`config.mk`:
```
export PLATFORM = sky130hd
export DESIGN_NAME = irom_loader
export DESIGN_NICKNAME = d
export VERILOG_FILES = /design/src/rtl/irom_loader.sv
export SDC_FILE = /design/constraint.sdc
export NUM_CORES = 1
export LEC_CHECK = 0
export CAP_MARGIN = 20
export CORE_MARGIN = 8
export CORE_UTILIZATION = 42
export CTS_BUF_LIST = sky130_fd_sc_hd__clkbuf_8
export CTS_CLUSTER_SIZE = 30
export DETAILED_ROUTE_END_ITERATION = 8
export PLACE_DENSITY_LB_ADDON = 0.15
export SYNTH_ARGS = -nofsm -noshare
export SYNTH_HDL_FRONTEND = slang
export SYNTH_SLANG_ARGS = --single-unit
```
`constraint.sdc`:
```
create_clock -name CLK -period 1.6 [get_ports CLK]
set_clock_uncertainty 0.15 [all_clocks]
set_input_delay 0.16 -clock CLK [delete_from_list [all_inputs] [get_ports CLK]]
set_output_delay 0.16 -clock CLK [all_outputs]
set_load 0.005 [all_outputs]
```
`src/rtl/irom_loader.sv`:
```
// irom_loader: clears the instruction ROM to NOP, then streams a host program
// into it from address 0 while holding the node core halted.
//
// Host handshake: a word transfers on a rising CLK edge when in_valid and
// in_ready are both high. in_ready depends only on the current state, never on
// in_valid. in_data and in_last are sampled only on a transfer. Words accepted
// after the ROM is full are consumed and dropped.
module irom_loader #(
    parameter int IROM_SIZE = 16,
    parameter int PC_W      = 4,
    parameter int INSTR_W   = 16
) (
    input  logic               CLK,
    input  logic               nRST,
    input  logic               start,
    input  logic               in_valid,
    input  logic [INSTR_W-1:0] in_data,
    input  logic               in_last,
    output logic               in_ready,
    output logic               iwen,
    output logic [PC_W-1:0]    iaddr,
    output logic [INSTR_W-1:0] idata,
    output logic               node_halt,
    output logic               busy,
    output logic               done,
    output logic               err_overflow,
    output logic [PC_W:0]      prog_len
);

    localparam int CNT_W = PC_W + 1;
    localparam logic [CNT_W-1:0] LAST_IDX = CNT_W'(IROM_SIZE - 1);

    typedef enum logic [2:0] {
        IDLE   = 3'd0,
        CLEAR  = 3'd1,
        LOAD   = 3'd2,
        DRAIN  = 3'd3,
        FINISH = 3'd4
    } state_t;

    state_t           state;
    state_t           state_d;
    logic [CNT_W-1:0] counter;
    logic             accept;

    assign accept = in_valid & in_ready;
    assign busy   = (state != IDLE);

    // State register.
    always_ff @(posedge CLK or negedge nRST) begin
        if (!nRST) begin
            state <= IDLE;
        end else begin
            state <= state_d;
        end
    end

    // Next-state decode plus the state-derived outputs in_ready and done.
    always_comb begin
        state_d  = state;
        in_ready = 1'b0;
        done     = 1'b0;
        case (state)
            IDLE: begin
                if (start) state_d = CLEAR;
            end
            CLEAR: begin
                if (counter == LAST_IDX) state_d = LOAD;
            end
            LOAD: begin
                in_ready = 1'b1;
                if (in_valid) begin
                    if (in_last)                  state_d = FINISH;
                    else if (counter == LAST_IDX) state_d = DRAIN;
                end
            end
            DRAIN: begin
                in_ready = 1'b1;
                if (in_valid && in_last) state_d = FINISH;
            end
            FINISH: begin
                done    = 1'b1;
                state_d = IDLE;
            end
            default: state_d = IDLE;
        endcase
    end

    // Counter, registered ROM write port, halt and status registers.
    always_ff @(posedge CLK or negedge nRST) begin
        if (!nRST) begin
            counter      <= '0;
            iwen         <= 1'b0;
            iaddr        <= '0;
            idata        <= '0;
            node_halt    <= 1'b0;
            err_overflow <= 1'b0;
            prog_len     <= '0;
        end else begin
            iwen <= 1'b0;
            case (state)
                IDLE: begin
                    if (start) begin
                        counter      <= '0;
                        err_overflow <= 1'b0;
                        prog_len     <= '0;
                        node_halt    <= 1'b1;
                    end
                end
                CLEAR: begin
                    iwen  <= 1'b1;
                    iaddr <= counter[PC_W-1:0];
                    idata <= '0;
                    if (counter == LAST_IDX) counter <= '0;
                    else                     counter <= counter + 1'b1;
                end
                LOAD: begin
                    if (accept) begin
                        iwen     <= 1'b1;
                        iaddr    <= counter[PC_W-1:0];
                        idata    <= in_data;
                        counter  <= counter + 1'b1;
                        prog_len <= counter + 1'b1;
                    end
                end
                DRAIN: begin
                    // ROM is full: words are consumed but never written.
                    if (accept) err_overflow <= 1'b1;
                end
                FINISH: begin
                    node_halt <= 1'b0;
                end
                default: ;
            endcase
        end
    end

endmodule

```
==> flow_summary.ini, run 1 <==
[setup_path]
cp_cell_sequence = ha_4 > nand3_4 > inv_2 > ha_4 > nor4b_4 > o211ai_1 > o211ai_1
crit_family = flip-flops
crit_path_start_kind = flop
path_buf_inv = 1
slowest_stage = dfrtp_1
worstPathMaxFanout = 4
required_ns = 1.64
crit_type = flop to flop
cp.arrival_ns = 1.71
critPathCaptureType = flop
critPathMaxStageDelay_ns = 0.42

[synthesis]
synthSimpleGateAreaFrac_pct = 9.96
synth_top_family_by_area = compound AO/OA/AOI/OAI gates
yosysTopAreaCellShare_pct = 57.4
ys_seq_area_share_pct = 57.4
synth_mux_area_share_pct = 5.02
syn-num-nets = 151
synth_cells = 127
ys_ff_latch = 36
synth_compound_area_share_pct = 19.9
synthAdderAreaFrac_pct = 2.39
avgSynthCellArea_um2 = 12.4
synthXorXnorAreaFrac_pct = 1.12
synth_top_area_cell = dfrtp_1
synth_area_leaders = dfrtp_1 57%, a22o_1 11%, mux2_4 2.9%, o2bb2ai_1 2.8%, ha_1 2.4%
synth_cell_types = 29
syn_area_um2 = 1570
yosys_warnings = 0

[routing]
post-route-drc-count = 0
via_per_inst = 5.16
avgRoutedWirePerCell_um = 16.9
first_pass_iters = 4
initialDrtViolationCount = 65
drtAntennaViolNets = 0
vias = 1358
wl_um = 4460

[die]
dieHeight_um = 77.1
core_um2 = 3630
die_x_um = 77.1
start_util_pct = 43.2
fp.dieArea_um2 = 5950
row_count = 22
num_io_pins = 52

[status]
violations = negative setup slack
status = finished, violations left

[cells_and_area]
syn_to_final_growth_pct = 68.0
drive_above_1_share_pct = 31.2
ff_latch_area_um2 = 902
final_util_pct = 72.6
fin_nets = 238
diodes = 0
fill_cells = 258
mostFrequentLayoutCells = 47 x clkdlybuf4s50_1, 35 x dfrtp_1, 27 x buf_4
layout_commonest_cell = clkdlybuf4s50_1
multi_input_area_um2 = 691

[place]
place_ws_ns = -0.186
hpwl_um = 2980
place.gp.congestion = 0.801
portBuffers = 51

[grt]
use_met2_pct = 24.8
grt_pass1_vias = 1415
antenna_found_initial = 0
grt_start_max_net_pins = 37
grt_pass1_wl_um = 7180
top_usage_layer = met2
track_usage_pct = 14.8
grt_overflow = 0
grt_use_met3_pct = 5.36
grt_use_met1_pct = 17.6

[power_and_ir_drop]
vdd_drop_max_mv = 0.794
p_leak_nw = 1.21
p_per_area_nw_per_um2 = 1510

[run]
drv_cap = 0

[cts]
cts_buffer_depth = 2
cts_max_level = 2
cts_tree = built
cts_buffers = 5
clock_latency_ns = 0.28
cts_root_buffer = clkbuf_8
clk_pin_slew_ns = 0.07
clock-sinks = 36

[timing]
timing.final.ws_setup_ns = -0.0645
timing.final.crit_share_pct = 104
report.final.slew_viol_count = 0
setup_viol = 10
grt_setup_unrepaired = yes
fmax_mhz = 601
fin_crit_ns = 1.66
relSlewSlack_pct = 70.0
hold_viol = 0
worstMarginPinSlew_ns = 0.451

[min_path]
hold_class = input port to async pin
==> sequential cells by signal, indices dropped and copies added (netlist names) <==
name	flops
idata	16
counter	5
prog_len	5
iaddr	4
state	3
err_overflow	1
iwen	1
node_halt	1
==> path summary, 6_finish.rpt <==
path                                               from                      end  slack, ns  cells past startpoint
worst max-delay path             counter[1]$_DFFE_PN0P_   counter[2]$_DFFE_PN0P_      -0.06                      7
worst min-delay path                               nRST   counter[0]$_DFFE_PN0P_       0.29                      3
worst max register to register   counter[1]$_DFFE_PN0P_   counter[2]$_DFFE_PN0P_      -0.06                      7
worst min register to register  prog_len[0]$_DFFE_PN0P_  prog_len[0]$_DFFE_PN0P_       0.35                      1
max in group asynchronous                          nRST     state[1]$_DFFE_PN0P_       0.66                      3
min in group CLK                            in_data[10]    idata[10]$_DFFE_PN0P_       0.33                      2
==> worst reg2reg max path, delay by kind of cell, from the launching register on <==
kind                     cells  cell delay, ns
AO/OA/AOI/OAI                2            0.25
buffers and inverters        1            0.05
adder cells (fa/ha/maj)      2            0.36
AND/OR/NAND/NOR              2            0.35
flip-flops                   1            0.42
==> repair_timing <==
item                                    in CTS  in global routing
gates cloned                                 1                  1
pin swaps                                    5                 16
hold buffers                                 1                  0
gates resized for setup                     22                  7
buffers inserted                             7                  2
endpoints found under the setup margin      29                 26
endpoints found under the hold margin       36                  0
==> synth_stat cells <==
| library cell | instances |
|---|---|
| dfrtp_1 | 36 |
| and3_1 | 1 |
| nor2b_1 | 2 |
| clkbuf_1 | 1 |
| xor2_1 | 2 |
| a211o_1 | 1 |
| nand3_1 | 3 |
| or3_1 | 1 |
| nand2_1 | 5 |
| o21bai_1 | 2 |
| a21oi_1 | 5 |
| nor3b_1 | 1 |
| nand3b_1 | 3 |
| and2_1 | 1 |
| o211ai_1 | 3 |
| buf_2 | 5 |
| a21o_1 | 3 |
| nor3_1 | 1 |
| nand2b_1 | 1 |
| ha_1 | 3 |
| a22o_1 | 20 |
| inv_1 | 7 |
| o2bb2ai_1 | 5 |
| nor2_1 | 6 |
| buf_6 | 1 |
| mux2_4 | 3 |
| and4bb_2 | 1 |
| mux2_2 | 3 |
| nor4b_2 | 1 |
==> metrics by stage <==
| stage | TNS, ns | cells | total power [mW] | area [um2] | hold WS [ns] |
|---|---|---|---|---|---|
| CTS | -0.232 | 260 | 3.85 | 2570 | 0.307 |
| finish | -0.440 | 263 | 3.98 | 2640 | 0.291 |
| detailed placement | -3.78 | 243 | 2.77 | 2330 | 0.0745 |
| global placement | -3.04 | 243 | 2.73 | 2330 | 0.0675 |
| global route | -1.05 | 263 | 4.21 | 2640 | 0.334 |
| floorplan | -0.0665 | 127 | 2.03 | 1610 | -0.286 |
==> layout make-up <==
class / count / area share (%)
clock buffer: 5 / 2.61
tap: 48 / 2.28
timing repair buffer: 87 / 32.1
clock inverter: 3 / 1.61
sequential: 36 / 34.2
multi-input combinational: 77 / 26.2
inverter: 7 / 0.996
==> logic make-up after synthesis <==
group / Yosys count
AO/OA/AOI/OAI: 39
flip-flops: 36
AND/OR/NAND/NOR: 27
buffers and inverters: 14
multiplexers: 6
adder cells (fa/ha/maj): 3
XOR/XNOR: 2
==> layer usage <==
metal | part of all wire [%] | vias up
li1 | - | 639
met4 | 0.96 | 0
met2 | 49 | 43
met1 | 44 | 670
met3 | 5.7 | 6
met5 | 0 | -
==> power by group <==
group | internal (mW) | switching [mW] | total [mW]
combinational | 1.21 | 0.761 | 1.97
clock | 0.461 | 0.311 | 0.772
sequential | 1.10 | 0.139 | 1.24
(Power assumes the default switching activity.)
==> inputs of run 2 (changes only) <==
Settings changed: ABC_CLOCK_PERIOD_IN_PS from default to 1600, CTS_CLUSTER_DIAMETER from default to 150.
==> results of run 2 <==
No change in the layout: final DEF, timing and power equal those of run 1.
